===== src/rtl/mem_map_pkg.sv =====
// Address map constants, target codes and responder FSM states shared by
// the memory bus responder and its address decoder.
package mem_map_pkg;

    localparam int unsigned VGA_BASE = 32'd0;
    localparam int unsigned RAM_BASE = 32'd224000;
    localparam int unsigned RAM_END  = 32'd1272576;

    typedef enum logic [1:0] {
        TGT_NONE = 2'd0,
        TGT_RAM  = 2'd1,
        TGT_VGA  = 2'd2,
        TGT_ERR  = 2'd3
    } target_e;

    typedef enum logic [1:0] {
        IDLE = 2'd0,
        BUSY = 2'd1,
        RESP = 2'd2
    } state_e;

endpackage


===== src/rtl/mem_bus_responder_if.sv =====
// CPU-side request/response bus and the generic device bus used for the RAM
// and VGA ports of the memory bus responder.
interface cpu_bus_if #(parameter int WORD_WIDTH = 32);
    logic                  req;
    logic                  we;
    logic [WORD_WIDTH-1:0] addr;
    logic [WORD_WIDTH-1:0] wdata;
    logic                  ready;
    logic                  resp_valid;
    logic [WORD_WIDTH-1:0] rdata;
    logic                  err;

    modport master (output req, we, addr, wdata,
                    input  ready, resp_valid, rdata, err);
    modport slave  (input  req, we, addr, wdata,
                    output ready, resp_valid, rdata, err);
endinterface

interface dev_bus_if #(parameter int WORD_WIDTH = 32);
    logic                  req;
    logic                  we;
    logic [WORD_WIDTH-1:0] addr;
    logic [WORD_WIDTH-1:0] wdata;
    logic                  ack;
    logic [WORD_WIDTH-1:0] rdata;

    modport master (output req, we, addr, wdata,
                    input  ack, rdata);
    modport slave  (input  req, we, addr, wdata,
                    output ack, rdata);
endinterface


===== src/rtl/addr_region_decode.sv =====
// Combinational CPU address decode: selects the target device and produces
// the device-relative offset.
module addr_region_decode
    import mem_map_pkg::*;
#(
    parameter int WORD_WIDTH = 32
) (
    input  logic [WORD_WIDTH-1:0] addr,
    output logic [WORD_WIDTH-1:0] offset,
    output target_e               target
);

    localparam logic [WORD_WIDTH-1:0] RAM_LO = WORD_WIDTH'(RAM_BASE);
    localparam logic [WORD_WIDTH-1:0] RAM_HI = WORD_WIDTH'(RAM_END);

    // VGA sits at the bottom of the map, so its offset is the address itself.
    always_comb begin
        offset = '0;
        target = TGT_ERR;
        if (addr < RAM_LO) begin
            target = TGT_VGA;
            offset = addr;
        end else if (addr < RAM_HI) begin
            target = TGT_RAM;
            offset = addr - RAM_LO;
        end
    end

endmodule


===== src/rtl/mem_bus_responder.sv =====
// Single-outstanding CPU bus responder: decodes each request to RAM or VGA,
// waits for the device ack (bounded by TIMEOUT) and returns one response.
module mem_bus_responder
    import mem_map_pkg::*;
#(
    parameter int WORD_WIDTH = 32,
    parameter int TIMEOUT    = 255
) (
    input  logic      clk,
    input  logic      rst,
    cpu_bus_if.slave  cpu,
    dev_bus_if.master ram,
    dev_bus_if.master vga
);

    localparam int                CNT_W    = (TIMEOUT < 2) ? 1 : $clog2(TIMEOUT);
    localparam logic [CNT_W-1:0]  CNT_LAST = CNT_W'(TIMEOUT - 1);

    state_e                  state;
    target_e                 tgt_q;
    logic                    we_q;
    logic [WORD_WIDTH-1:0]   offset_q;
    logic [WORD_WIDTH-1:0]   wdata_q;
    logic [WORD_WIDTH-1:0]   rdata_q;
    logic                    err_q;
    logic                    resp_valid_q;
    logic                    ram_req_q;
    logic                    vga_req_q;
    logic [CNT_W-1:0]        cnt_q;

    logic [WORD_WIDTH-1:0]   dec_offset;
    target_e                 dec_target;
    logic                    sel_ack;
    logic [WORD_WIDTH-1:0]   sel_rdata;

    addr_region_decode #(.WORD_WIDTH(WORD_WIDTH)) u_decode (
        .addr   (cpu.addr),
        .offset (dec_offset),
        .target (dec_target)
    );

    // Only the device selected at accept may complete the transaction.
    assign sel_ack   = (tgt_q == TGT_RAM) ? ram.ack   : (tgt_q == TGT_VGA) ? vga.ack : 1'b0;
    assign sel_rdata = (tgt_q == TGT_RAM) ? ram.rdata : vga.rdata;

    always_ff @(posedge clk or posedge rst) begin
        if (rst) begin
            state        <= IDLE;
            tgt_q        <= TGT_NONE;
            we_q         <= 1'b0;
            offset_q     <= '0;
            wdata_q      <= '0;
            rdata_q      <= '0;
            err_q        <= 1'b0;
            resp_valid_q <= 1'b0;
            ram_req_q    <= 1'b0;
            vga_req_q    <= 1'b0;
            cnt_q        <= '0;
        end else begin
            resp_valid_q <= 1'b0;
            case (state)
                IDLE: begin
                    if (cpu.req) begin
                        we_q     <= cpu.we;
                        wdata_q  <= cpu.wdata;
                        tgt_q    <= dec_target;
                        offset_q <= dec_offset;
                        cnt_q    <= '0;
                        if (dec_target == TGT_ERR) begin
                            state        <= RESP;
                            resp_valid_q <= 1'b1;
                            err_q        <= 1'b1;
                            rdata_q      <= '0;
                        end else begin
                            state     <= BUSY;
                            ram_req_q <= (dec_target == TGT_RAM);
                            vga_req_q <= (dec_target == TGT_VGA);
                        end
                    end
                end
                BUSY: begin
                    // An ack on the timeout edge still completes normally.
                    if (sel_ack) begin
                        state        <= RESP;
                        resp_valid_q <= 1'b1;
                        ram_req_q    <= 1'b0;
                        vga_req_q    <= 1'b0;
                        err_q        <= 1'b0;
                        rdata_q      <= we_q ? '0 : sel_rdata;
                    end else if (cnt_q == CNT_LAST) begin
                        state        <= RESP;
                        resp_valid_q <= 1'b1;
                        ram_req_q    <= 1'b0;
                        vga_req_q    <= 1'b0;
                        err_q        <= 1'b1;
                        rdata_q      <= '0;
                    end else begin
                        cnt_q <= cnt_q + 1'b1;
                    end
                end
                RESP: begin
                    state <= IDLE;
                end
                default: begin
                    state <= IDLE;
                end
            endcase
        end
    end

    assign cpu.ready      = (state == IDLE);
    assign cpu.resp_valid = resp_valid_q;
    assign cpu.rdata      = rdata_q;
    assign cpu.err        = err_q;

    assign ram.req   = ram_req_q;
    assign ram.we    = we_q;
    assign ram.addr  = offset_q;
    assign ram.wdata = wdata_q;

    assign vga.req   = vga_req_q;
    assign vga.we    = we_q;
    assign vga.addr  = offset_q;
    assign vga.wdata = wdata_q;

endmodule


===== src/flat_wrapper.sv =====
// flat-port wrapper written by rule: the top's interface ports become plain ports
module mem_bus_responder_flat import mem_map_pkg::*;
#(
    parameter int WORD_WIDTH = 32,
    parameter int TIMEOUT    = 255
)
  (clk, rst, cpu_req, cpu_we, cpu_addr, cpu_wdata, cpu_ready, cpu_resp_valid, cpu_rdata, cpu_err, ram_req, ram_we, ram_addr, ram_wdata, ram_ack, ram_rdata, vga_req, vga_we, vga_addr, vga_wdata, vga_ack, vga_rdata);
  cpu_bus_if #(.WORD_WIDTH(WORD_WIDTH)) cpu_i ();
  dev_bus_if #(.WORD_WIDTH(WORD_WIDTH)) ram_i ();
  dev_bus_if #(.WORD_WIDTH(WORD_WIDTH)) vga_i ();
  input  logic clk;
  input  logic rst;
  input wire logic [$bits(cpu_i.req)-1:0] cpu_req;
  input wire logic [$bits(cpu_i.we)-1:0] cpu_we;
  input wire logic [$bits(cpu_i.addr)-1:0] cpu_addr;
  input wire logic [$bits(cpu_i.wdata)-1:0] cpu_wdata;
  output wire logic [$bits(cpu_i.ready)-1:0] cpu_ready;
  output wire logic [$bits(cpu_i.resp_valid)-1:0] cpu_resp_valid;
  output wire logic [$bits(cpu_i.rdata)-1:0] cpu_rdata;
  output wire logic [$bits(cpu_i.err)-1:0] cpu_err;
  output wire logic [$bits(ram_i.req)-1:0] ram_req;
  output wire logic [$bits(ram_i.we)-1:0] ram_we;
  output wire logic [$bits(ram_i.addr)-1:0] ram_addr;
  output wire logic [$bits(ram_i.wdata)-1:0] ram_wdata;
  input wire logic [$bits(ram_i.ack)-1:0] ram_ack;
  input wire logic [$bits(ram_i.rdata)-1:0] ram_rdata;
  output wire logic [$bits(vga_i.req)-1:0] vga_req;
  output wire logic [$bits(vga_i.we)-1:0] vga_we;
  output wire logic [$bits(vga_i.addr)-1:0] vga_addr;
  output wire logic [$bits(vga_i.wdata)-1:0] vga_wdata;
  input wire logic [$bits(vga_i.ack)-1:0] vga_ack;
  input wire logic [$bits(vga_i.rdata)-1:0] vga_rdata;
  assign cpu_i.req = cpu_req;
  assign cpu_i.we = cpu_we;
  assign cpu_i.addr = cpu_addr;
  assign cpu_i.wdata = cpu_wdata;
  assign cpu_ready = cpu_i.ready;
  assign cpu_resp_valid = cpu_i.resp_valid;
  assign cpu_rdata = cpu_i.rdata;
  assign cpu_err = cpu_i.err;
  assign ram_req = ram_i.req;
  assign ram_we = ram_i.we;
  assign ram_addr = ram_i.addr;
  assign ram_wdata = ram_i.wdata;
  assign ram_i.ack = ram_ack;
  assign ram_i.rdata = ram_rdata;
  assign vga_req = vga_i.req;
  assign vga_we = vga_i.we;
  assign vga_addr = vga_i.addr;
  assign vga_wdata = vga_i.wdata;
  assign vga_i.ack = vga_ack;
  assign vga_i.rdata = vga_rdata;
  mem_bus_responder #(.WORD_WIDTH(WORD_WIDTH), .TIMEOUT(TIMEOUT)) u_core (.clk(clk), .rst(rst), .cpu(cpu_i), .ram(ram_i), .vga(vga_i));
endmodule

===== config.mk =====
export PLATFORM = sky130hd
export DESIGN_NAME = mem_bus_responder_flat
export DESIGN_NICKNAME = d
export VERILOG_FILES = /design/src/rtl/mem_map_pkg.sv /design/src/rtl/mem_bus_responder_if.sv /design/src/rtl/addr_region_decode.sv /design/src/rtl/mem_bus_responder.sv /design/src/flat_wrapper.sv
export SDC_FILE = /design/constraint.sdc
export NUM_CORES = 1
export LEC_CHECK = 0
export BUFFER_PORTS_ARGS = -buffer_cell sky130_fd_sc_hd__buf_4
export CAP_MARGIN = 25
export CORE_MARGIN = 2
export CORE_UTILIZATION = 45
export DETAILED_ROUTE_END_ITERATION = 7
export HOLD_SLACK_MARGIN = 0.1
export PLACE_DENSITY = 0.9
export SETUP_SLACK_MARGIN = 0.1
export SLEW_MARGIN = 20
export SYNTH_ARGS = -nofsm -noshare
export SYNTH_HDL_FRONTEND = slang
export SYNTH_HIERARCHICAL = 1
export SYNTH_SLANG_ARGS = --single-unit

===== constraint.sdc =====
create_clock -name clk -period 6.2 [get_ports clk]
set_input_delay 1.24 -clock clk [delete_from_list [all_inputs] [get_ports clk]]
set_output_delay 1.24 -clock clk [all_outputs]
set_load 0.02 [all_outputs]

# Yosys cells after proc, flatten, opt, wreduce, memory -nomap -nowiden
# Index checks and enable logic that the tools add are counted.
# totals
input_bits	134
ff_bits	113
output_inout_bits	167
# classes
magnitude_cmp	2
n_mux	40
eq_ne	13
reduce_logical	7
add_sub_neg	2
# op_table
operator	count
32-bit two-way mux	8
32-bit one-hot mux with 2 select lines	1
32-bit by 18-bit < comparator with 1-bit output, second input constant	1
32-bit by 21-bit < comparator with 1-bit output, second input constant	1
32-bit by 18-bit subtractor with 32-bit output, second input constant	1
8-bit two-way mux	3
1-bit two-way mux	16
8-bit one-hot mux with 2 select lines	1
2-bit two-way mux	6
4-bit AND reduction	3
8-bit by 1-bit adder with 8-bit output, second input constant	1
8-bit equality test, second input constant	1
2-bit != test, second input constant	4
1-bit one-hot mux with 2 select lines	4
2-bit by 1-bit equality test with 1-bit output, second input constant	3
2-bit equality test, second input constant	3
2-bit one-hot mux with 2 select lines	1
2-bit AND reduction	2
3-bit by 1-bit != test with 1-bit output, second input constant	1
2-bit zero test	1
2-bit by 1-bit != test with 1-bit output, second input constant	1
2-bit nonzero test	1

# Longest topological paths before layout
# Gate-level depths: netlist of the first run.
# depth
depth_word	7
ltp_mapped	13
ltp_nobuf	9

# Hierarchy
# Netlist of the first run, hierarchy kept.
# by_module_without_submodules
mod	cells_per_inst	n_inst	area_per_inst_um2	seq_area_each_um2
mem_bus_responder	532	1	5182.5	2827.7
addr_region_decode	143	1	875.8	0.0

# Worst setup path before layout of the first run
# OpenSTA, ideal clock, no wires.
# synth_path
path_type	input to register
start	input port cpu_addr[15]
end	register u_core.rdata_q[10] (netlist: u_core/cpu.rdata[10])
t_arrival_ns	3.418
stages	13
required_ns	6.068
setup_time_ns	0.132
slack_ns	2.650
path_buffers	5
path_cell_list	clkbuf_1 -> nor2_1 -> a211o_1 -> buf_2 -> a21oi_1 -> or3_1 -> buf_2 -> nand2_1 -> nand2b_1 -> or3b_1 -> buf_2 -> buf_6 -> o2bb2ai_1
# synth_via
elab_chain_len	6
elab_cells_between_ends	7
classes_between	2 x order compare; 2 x eq/ne; 2 x mux; 1 x reduce/logical
# synth_rtl
item	line	text
from (decl)	flat_wrapper.sv:15	input wire logic [$bits(cpu_i.addr)-1:0] cpu_addr;
32-bit by 21-bit < comparator with 1-bit output	addr_region_decode.sv:23	end else if (addr < RAM_HI) begin
2-bit two-way mux	addr_region_decode.sv:23	
2-bit two-way mux (*)	addr_region_decode.sv:20	if (addr < RAM_LO) begin
via u_core.dec_target[1]	mem_bus_responder.sv:32	target_e dec_target;
2-bit equality test (*)	mem_bus_responder.sv:69	if (dec_target == TGT_ERR) begin
2-bit by 1-bit != test with 1-bit output (no line) (*)	-	
4-bit AND reduction (no line) (*)	-	
to (signal assigned)	mem_bus_responder.sv:89	rdata_q <= we_q ? '0 : sel_rdata;
to (decl)	mem_bus_responder.sv:24	logic [WORD_WIDTH-1:0] rdata_q;
# The timed path passes the listed nets; every way through them passes the cells marked *.
# A chain may end at the register's enable or synchronous reset.

# Final worst setup path of the first run
# layout_path
start	input port cpu_addr[18]
end	register u_core.rdata_q[13] (netlist: u_core/cpu.rdata[13])
# Same word-level chain as after synthesis.

==> summary.txt, run 1 <==
CTS Buf Count -> 17
Hold endpoint -> u_core/cpu.rdata[18]
Cells after Synth -> 675
Period Utilization, post-route -> 0.668
TritonRoute pass-1 iters -> 5
Setup Skew -> 0.0103 ns
Routed wire per std cell -> 16.1 microns
Worst-case clock buffer depth -> 2
Via count -> 5560
CTS H-Tree Depth -> 4
DRC -> 0
Post-synth top area share -> 0.467
Die Wd -> 120 microns
Leading area contributor after synthesis -> dfrtp_1
I/O Buffers -> 300
HPWL after DPL -> 12800 microns
Pins over their slew limit -> 0
Min-delay src -> u_core/cpu.rdata[18]
Syn Area/Cell -> 8.98 sq um
Vias in the first global route -> 5220
Initial core utilization -> 0.459
Relative slew slack -> 0.447
Worst R2R End -> u_core/cpu.rdata[13]
Worst-path clk slew -> 0.05 ns
Flop2flop setup slack -> 3.52 ns
Setup Buffers After CTS -> 0
GPL Wtd Cong -> 0.915
Setup TNS -> 0 ns
Layout area overhead -> 40.4%
Vias per cell -> 5.14
Worst Max-Slew Pin Slew -> 0.830 ns
Largest net degree at the start of global routing -> 72
GRT Total Usage -> 0.237
Die extent in y -> 120 microns
Final #Nets -> 1034
Max Fclk -> 242 MHz
Antenna violations before repair -> 0
Num ports -> 301
Core footprint -> 0.0132 sq mm
Drt total wl -> 17400 microns
Crit Path Category -> input pin to flop
First-pass GRT wire length -> 26800 microns
# diodes -> 0
EDFF count, synth -> 0
Hold buffers post-CTS -> 0
Post-CTS sizing -> 0
Startpoint types -> input pin
Crit path DAT -> 4.40 ns
Hold Worst Slack -> 0.486 ns
Ys Warns -> 6
Most common cell after layout, fill and taps aside -> buf_4
Layout cell share with drive strength beyond 1 -> 0.383
Critical path required time -> 6.46 ns
Root Driver -> clkbuf_16
Clk Latency, worst-skew pair -> 0.40 ns
Final setup violation count -> 0
VDD IR max -> 0.000165 V
Hold path depth -> 1
Area of the mapped netlist -> 0.00606 sq mm
Count of final hold-check violations -> 0
CTS tree -> done
Final min period -> 4.14 ns
Yosys reg bits -> 113
Ys flop type -> dfrtp_1
PD cells -> 270 mW/mm^2
CTS sink count -> 113
Grt total ovfl -> 0
Crit-path max FO -> 20
Leak pwr -> 4.48 nW
CP Capture Type -> flop
RR Startpoint -> u_core/tgt_q[0]
Commonest cells after routing, fill and taps aside -> buf_4, nand2_1, dfrtp_1, mux2i_1, o2bb2ai_1
Cells taking the most area after synthesis -> dfrtp_1, nand2_1, buf_4
Worst Reg-to-Reg Cells -> 6
Register area share after synthesis -> 0.467
Die area -> 0.0144 sq mm
Status -> finished, final reports clean
Library cells used by synthesis -> 60
Finished Cell Area -> 0.00850 sq mm
# Max-Cap Violations -> 0
Std-Cell Rows -> 42
Final ANT Viol Nets -> 0
Asr flop ratio synth -> 1.00
# fillers -> 1047
Initial drt markers -> 405
Unrepaired setup endpoints after global routing -> no
HP Class -> flop to flop
DP Area -> 0.00794 sq mm
-- routing by layer --
| layer | share of wire | GRT usage |
|---|---|---|
| met5 | 0 | 0 |
| met2 | 0.52 | 0.413 |
| met1 | 0.38 | 0.282 |
| met3 | 0.078 | 0.0675 |
| met4 | 0.019 | 0.0750 |
-- area by class of cell --
type                       count  area (sq um)  area share
clock buffer                  21           450      0.0530
clock inverter                 7           113      0.0132
inverter                       8          32.5     0.00383
multi-input combinational    450          2520       0.297
sequential                   113          2830       0.333
tap                          176           220      0.0259
timing repair buffer         307          2340       0.275
-- kinds of logic after synthesis --
kind of cell,after synthesis,share of synthesized area
xor+xnor,6,0.00867
fa+ha+maj,3,0.00620
simple gates,302,0.217
mux,34,0.0562
buf+inv,117,0.122
other cells,1,0.000619
compound gates,99,0.123
flops,113,0.467
-- cell usage after synthesis, drive strengths merged (2+ instances only) --
cell type / number
a211o: 2
a211oi: 2
a21o: 2
a21oi: 18
a221oi: 2
a311oi: 2
a31oi: 5
and2: 10
and3: 4
buf: 82
clkbuf: 27
dfrtp: 113
ha: 3
inv: 8
mux2i: 34
nand2: 220
nand2b: 4
nand3: 6
nand4: 2
nand4b: 2
nor2: 22
nor2b: 4
nor3: 8
nor4: 4
o2111ai: 2
o211ai: 5
o21a: 3
o21ai: 10
o22ai: 3
o2bb2ai: 33
o31ai: 4
or2: 2
or3: 5
or3b: 2
or4: 4
xnor2: 4
xor2: 2
-- state kept, by name (all words and copies together), names as in the netlist, 2 cells and up --
register          count
u_core/cnt_q          8
u_core/cpu.rdata     32
u_core/ram.addr      32
u_core/state          2
u_core/ram.wdata     32
u_core/tgt_q          2
-- report_power, final --
group | switching (mW) | internal (mW) | total, mW
registers | 0.0417 | 0.785 | 0.826
logic | 0.300 | 0.227 | 0.527
clock network | 0.314 | 0.629 | 0.944
total | 0.656 | 1.64 | 2.30
-- worst max path at each step --
stage / startpoint / endpoint / slack, ns / cells past startpoint
finish: cpu_addr[18] / u_core/cpu.rdata[13] / 2.06 / 10
global route: cpu_addr[18] / u_core/cpu.rdata[13] / 1.91 / 10
CTS: cpu_addr[18] / u_core/cpu.rdata[13] / 2.14 / 10
detailed placement: cpu_addr[18] / u_core/cpu.rdata[12] / 1.71 / 10
global placement: cpu_addr[18] / u_core/cpu.rdata[17] / 1.76 / 9
floorplan: rst / u_core/cnt_q[0] / 1.97 / 1
-- stage by stage --
step | power, mW | util | cells | worst slack, ns
after CTS | 2.32 | 0.645 | 1082 | 2.14
after global placement | 1.35 | 0.598 | 1051 | 1.76
after global routing | 2.39 | 0.645 | 1082 | 1.91
after floorplan | 1.17 | - | 680 | 1.97
final | 2.30 | 0.645 | 1082 | 2.06
after detailed placement | 1.37 | 0.602 | 1054 | 1.71
-- critical path, stage by stage --
cell	delay, ns
buf_4	0.12
nor2_1	0.55
nand2_1	0.24
nor2_1	0.47
or3_1	0.42
nand2_1	0.12
nand2b_1	0.11
or3b_1	0.68
buf_6	0.30
o2bb2ai_1	0.13
Note: power is estimated with default switching activity, not from simulation.
==> inputs of run 2 (changes only) <==
- ABC_AREA: default -> 1
- CORE_UTILIZATION: 45 -> 43
- PLACE_DENSITY: 0.9 -> 0.88
- clock period: 6.2 -> 3.4 ns (I/O delays scaled with it)
==> summary.txt, run 2 <==
# diodes -> 0 (unchanged)
Die extent in y -> 128 microns (+6.4%)
Post-synth top cells -> nand2_1, dfrtp_1, buf_4
Cells after Synth -> 900 (+33%)
# fillers -> 1258 (+20%)
# Max-Cap Violations -> 0 (unchanged)
NetSw -> 1.18 mW (+80%)
Unrepaired setup endpoints after global routing -> no
Worst-path clk slew -> 0.06 ns (about the same)
Routed wire per std cell -> 14.3 microns (-11%)
Via count -> 6372 (+15%)
Seq pwr share -> 0.370 (+0.010)
I/O Buffers -> 300 (unchanged)
Crit Path Category -> input pin to flop
Layout cell share with drive strength beyond 1 -> 0.344 (-0.0394)
Die area -> 0.0163 sq mm (+13%)
EDFF count, synth -> 0 (unchanged)
Clk Latency, worst-skew pair -> 0.41 ns (about the same)
Max Fclk -> 399 MHz
Post-synthesis adder-cell area fraction -> 0.00571 (-0.000490)
Final min period -> 2.51 ns
Antenna violations before repair -> 0 (unchanged)
Leak pwr -> 5.09 nW (+13%)
Std-Cell Rows -> 45 (+7.1%)
Finished Cell Area -> 0.00901 sq mm (+6.0%)
CP Capture Type -> flop
Vias per cell -> 4.79 (-6.7%)
Ys Warns -> 6 (unchanged)
Place WS -> 0.485 ns (-1.22 ns)
Root Driver -> clkbuf_16
DRC -> 0 (unchanged)
Largest net degree at the start of global routing -> 72 (unchanged)
Setup Skew -> 0.00880 ns (-0.00153 ns)
CTS H-Tree Depth -> 4 (unchanged)
Initial core utilization -> 0.436 (-0.0233)
Worst-case clock buffer depth -> 2 (unchanged)
Asr flop ratio synth -> 1.00 (unchanged)
Post-synth top area share -> 0.430 (-0.0369)
Register area share after synthesis -> 0.430 (-0.0369)
Core footprint -> 0.0151 sq mm (+14%)
Post-Synth Simple-Gate Area -> 0.334 (+0.117)
Hold buffers post-CTS -> 0 (unchanged)
Crit-path max FO -> 34 (+70%)
Multi-input logic area -> 0.00274 sq mm (+8.7%)
GPL Wtd Cong -> 0.855 (-6.6%)
XOR/XNOR share of the synthesized area -> 0.0173 (+0.00863)
Crit path DAT -> 2.82 ns (-1.58 ns)
Internal power -> 2.84 mW (+73%)
First-pass GRT wire length -> 29000 microns (+8.2%)
CTS tree -> done
Num ports -> 301 (unchanged)
PD cells -> 447 mW/mm^2 (+65%)
Ys flop type -> dfrtp_1
Clock power share -> 0.429 (+0.018)
GRT Total Usage -> 0.227 (-0.0107)
Setup TNS -> 0 ns (unchanged)
Startpoint types -> input pin
Status -> finished, final reports clean
DP Area -> 0.00841 sq mm (+6.0%)
Setup Buffers After CTS -> 0 (unchanged)
HPWL after DPL -> 13700 microns (+7.4%)
Relative slew slack -> 0.468 (+0.0217)
Critical path required time -> 3.71 ns (-2.75 ns)
Cells taking the most area after synthesis -> dfrtp_1, nand2_1, buf_4
VDD IR max -> 0.000272 V (+65%)
Grt total ovfl -> 0 (unchanged)
Yosys reg bits -> 113 (unchanged)
TritonRoute pass-1 iters -> 5 (unchanged)
CTS Buf Count -> 17 (unchanged)
Period Utilization, post-route -> 0.738
Commonest cells after routing, fill and taps aside -> nand2_1, buf_4, dfrtp_1, inv_1, nand3_1
Final #Nets -> 1265 (+22%)
Area of the mapped netlist -> 0.00658 sq mm (+8.6%)
Final ANT Viol Nets -> 0 (unchanged)
FF/Latch Area -> 0.00283 sq mm (unchanged)
Sw Ratio -> 0.294 (+0.00834)
Die Wd -> 128 microns (+6.4%)
Count of final hold-check violations -> 0 (unchanged)
Combinational power share -> 0.201 (-0.028)
Leading area contributor after synthesis -> dfrtp_1
Post-CTS sizing -> 0 (unchanged)
Pins over their slew limit -> 0 (unchanged)
Drt total wl -> 18900 microns (+9.0%)
Library cells used by synthesis -> 31 (-48%)
Worst Max-Slew Pin Slew -> 0.797 ns (-0.0326 ns)
CTS sink count -> 113 (unchanged)
CP startpoint -> cpu_addr[8]
Syn Area/Cell -> 7.31 sq um (-19%)
Layout area overhead -> 37.0%
Largest family of logic cells by synthesized area -> simple AND/OR/NAND/NOR gates
RR Startpoint -> u_core/tgt_q[1]
Compound-Gate Fraction of Synth Area -> 0.0569 (-0.0664)
HP Class -> input pin to flop
Min-delay src -> cpu_wdata[3]
Most common cell after layout, fill and taps aside -> nand2_1
Count leader, synth -> nand2_1
Final setup violation count -> 0 (unchanged)
Hold Worst Slack -> 0.461 ns (-0.0247 ns)
Initial drt markers -> 426 (+5.2%)
Final WS setup -> 0.891 ns (-1.17 ns)
Mux cell area share after synthesis -> 0 (-0.0562)
Vias in the first global route -> 5806 (+11%)
==> run 2: cells by family after synthesis <==
| kind of cell | after synthesis |
|---|---|
| and+or+nand+nor | 535 |
| DFF | 113 |
| xor gates and xnor gates | 13 |
| adders and majority gates | 3 |
| buffers and inverters | 184 |
| other | 1 |
| AOI/OAI and AO/OA | 51 |
==> run 2: metal layers <==
layer	wire length (microns)	up-vias	share of wire	GRT usage
met4	469	0	0.025	0.0892
met5	0	-	0	0
met2	9430	263	0.50	0.386
met1	7600	2938	0.40	0.273
li1	-	3137	-	-
met3	1440	34	0.076	0.0614
==> run 2: per-stage QoR <==
stage	power, mW	utilization	instances
2_1_floorplan	2.00	-	905
4_1_cts	4.06	0.596	1328
5_1_grt	4.20	0.597	1329
3_3_place_gp	2.30	0.558	1296
3_5_place_dp	2.31	0.558	1296
6_report	4.03	0.597	1329
==> run 2: cell type report <==
cell class	instances	area share
tap	188	0.0261
sequential	113	0.314
clock buffer	19	0.0492
timing repair buffer	308	0.257
multi-input combinational	608	0.304
clock inverter	13	0.0153
inverter	80	0.0337
==> run 2: final timing paths <==
kind	to	cells past startpoint	slack [ns]
hold / removal	u_core/ram.wdata[3]	3	0.46
max in group asynchronous	u_core/vga.req	3	2.32
setup / recovery	u_core/cpu.rdata[30]	13	0.89
min in group asynchronous	u_core/ram.wdata[6]	3	0.48
setup reg to reg	u_core/cpu.rdata[11]	7	1.23
hold reg to reg	u_core/vga.req	2	0.48
==> run 2: power groups by stage <==
stage,clock (mW),combinational (mW),sequential (mW)
final,1.73,0.810,1.49
after global routing,1.83,0.877,1.50
after CTS,1.77,0.809,1.49
after detailed placement,0,0.803,1.51
after global placement,0,0.791,1.51
after floorplan,0,0.437,1.56
==> run 2: worst max-delay path, stage by stage <==
cell and delay [ns]:
buf_4 0.12, ha_1 0.22, nand3_1 0.11, nand2_1 0.07, nand2_1 0.08, nand2_2 0.11, a21oi_4 0.18, nand2_2 0.16
nand2_1 0.11, inv_1 0.07, nand2_2 0.10, nand3_4 0.44, o21ai_0 0.35
==> inputs of run 3 (changes only) <==
- ABC_AREA: 1 -> 0
- CORE_UTILIZATION: 43 -> 42
- clock period: 3.4 -> 2.2 ns (I/O delays scaled with it)
==> summary.txt, run 3 (synthesis gave the netlist of run 1 again) <==
Status -> finished, final reports clean
DRC -> 0 (unchanged)
Final setup violation count -> 0 (unchanged)
TritonRoute pass-1 iters -> 4 (-1)
Startpoint types -> input pin
Flop2flop setup slack -> 0.11 ns (-1.12 ns)
Critical path required time -> 2.51 ns (-1.20 ns)
Via count -> 5798 (-9.0%)
Commonest cells after routing, fill and taps aside -> buf_4, nand2_1, dfrtp_1, mux2i_1, o2bb2ai_1
Root Driver -> clkbuf_16
Layout area overhead -> 49.8%
CP endpoint -> u_core/cpu.rdata[10]
Final min period -> 2.13 ns
Hold Worst Slack -> 0.217 ns (-0.244 ns)
Count of final hold-check violations -> 0 (unchanged)
Final #Nets -> 1081 (-15%)
Std-Cell Rows -> 43 (-4.4%)
Die area -> 0.0154 sq mm (-5.5%)
Finished Cell Area -> 0.00907 sq mm (+0.71%)
Final WS setup -> 0.0722 ns (-0.819 ns)
RR Startpoint -> u_core/cnt_q[0]
Place WS -> -0.333 ns (-0.818 ns)
CP Capture Type -> flop
Power Total -> 6.94 mW (+72%)
Crit path DAT -> 2.43 ns (-0.39 ns)
Clk Latency, worst-skew pair -> 0.41 ns (about the same)
GRT Total Usage -> 0.236 (+0.00991)
Leak pwr -> 4.77 nW (-6.2%)
Initial drt markers -> 352 (-17%)
Grt total ovfl -> 0 (unchanged)
Hold buffers post-CTS -> 0 (unchanged)
CTS sink count -> 113 (unchanged)
Relative slew slack -> 0.595 (+0.126)
Layout cell share with drive strength beyond 1 -> 0.427 (+0.0838)
Max Fclk -> 470 MHz
Worst Max-Slew Pin Slew -> 0.608 ns (-0.189 ns)
Setup Buffers After CTS -> 0 (unchanged)
Num ports -> 301 (unchanged)
# Max-Cap Violations -> 0 (unchanged)
Unrepaired setup endpoints after global routing -> yes
Drt total wl -> 19700 microns (+4.3%)
HP Class -> input pin to asynchronous set/reset pin
Most common cell after layout, fill and taps aside -> buf_4
Vias in the first global route -> 5532 (-4.7%)
Setup Skew -> 0.0107 ns (+0.00188 ns)
VDD IR max -> 0.000651 V (+140%)
Initial core utilization -> 0.433 (-0.00289)
DP Area -> 0.00833 sq mm (-1.1%)
PD cells -> 764 mW/mm^2 (+71%)
Pins over their slew limit -> 0 (unchanged)
Largest net degree at the start of global routing -> 114 (+58%)
Worst-path clk slew -> 0.05 ns (about the same)
Crit Path Category -> input pin to flop
Crit-path max FO -> 9 (-74%)
Worst Reg-to-Reg Cells -> 8 (+1)
HPWL after DPL -> 13900 microns (+1.3%)
CTS Buf Count -> 17 (unchanged)
GPL Wtd Cong -> 0.902 (+5.4%)
CP startpoint -> cpu_addr[24]
Period Utilization, post-route -> 0.967
Vias per cell -> 5.10 (+6.4%)
I/O Buffers -> 300 (unchanged)
Setup TNS -> 0 ns (unchanged)
CTS tree -> done
First-pass GRT wire length -> 27800 microns (-4.3%)
# diodes -> 0 (unchanged)
Routed wire per std cell -> 17.4 microns (+22%)
Die extent in y -> 124 microns (-2.8%)
Core footprint -> 0.0140 sq mm (-7.3%)
Die Wd -> 124 microns (-2.8%)
Worst-case clock buffer depth -> 2 (unchanged)
Worst R2R End -> u_core/cpu.rdata[10]
Antenna violations before repair -> 0 (unchanged)
Final ANT Viol Nets -> 0 (unchanged)
CTS H-Tree Depth -> 4 (unchanged)
==> run 3: cell types whose count changed in the layout (fill, tap and decap cells not counted), moves of 28 or more <==
cell	previous run	this run
buf_4	307	346
inv_1	72	7
mux2i_1	0	34
nand2_1	398	218
nand3_1	61	5
nor2_1	53	19
o21ai_2	28	0
o2bb2ai_1	0	31
==> run 3: timing repair <==
| action | in CTS | in global routing |
|---|---|---|
| endpoints found under the setup margin | 2 | 35 |
| gates resized for setup | 0 | 7 |
| cloned | 0 | 3 |
==> run 3: per-layer routing <==
metal  routed length [microns]  global-route usage  vias to the layer above
li1                          -                   -                     2737
met1                      7390               0.269                     2729
met2                     10100               0.414                      288
met3                      1560              0.0696                       44
met4                       660              0.0976                        0
met5                         0                   0                        -
==> run 3: where the power goes <==
part | internal, mW | total (mW) | switching, mW
combinational | 0.718 | 1.60 | 0.887
clock | 2.05 | 3.00 | 0.954
sequential | 2.21 | 2.33 | 0.120
==> run 3: worst min path at each step <==
| stage | startpoint | end | slack (ns) | cells past startpoint |
|---|---|---|---|---|
| 2_1_floorplan | u_core/tgt_q[1] | u_core/tgt_q[1] | 0.47 | 2 |
| 3_3_place_gp | u_core/cpu.rdata[12] | u_core/cpu.rdata[12] | 0.47 | 1 |
| 3_5_place_dp | u_core/cpu.rdata[6] | u_core/cpu.rdata[6] | 0.48 | 1 |
| 4_1_cts | cpu_wdata[23] | u_core/ram.wdata[23] | 0.20 | 3 |
| 5_1_grt | cpu_wdata[6] | u_core/ram.wdata[6] | 0.20 | 3 |
| 6_report | rst | u_core/ram.wdata[1] | 0.22 | 3 |
==> run 3: area by class of cell <==
type,count,area [sq um]
timing repair buffer,354,2740
tap,180,225
clock inverter,8,149
sequential,113,2830
inverter,8,33.8
clock buffer,24,502
multi-input combinational,450,2590
fill,1126,4910
==> run 3: per-stage QoR <==
step | cells | util
after floorplan | 680 | -
after global placement | 1102 | 0.595
after detailed placement | 1102 | 0.595
after CTS | 1134 | 0.642
after global routing | 1137 | 0.649
final | 1137 | 0.649
==> run 3: critical path: stages <==
cell and delay, ns:
buf_6 0.09, nor3_4 0.19, nand3_2 0.09, or4_4 0.50, or3_4 0.35, nand2_2 0.08
nand2b_1 0.06, or3b_4 0.31, buf_12 0.15, o2bb2ai_1 0.15
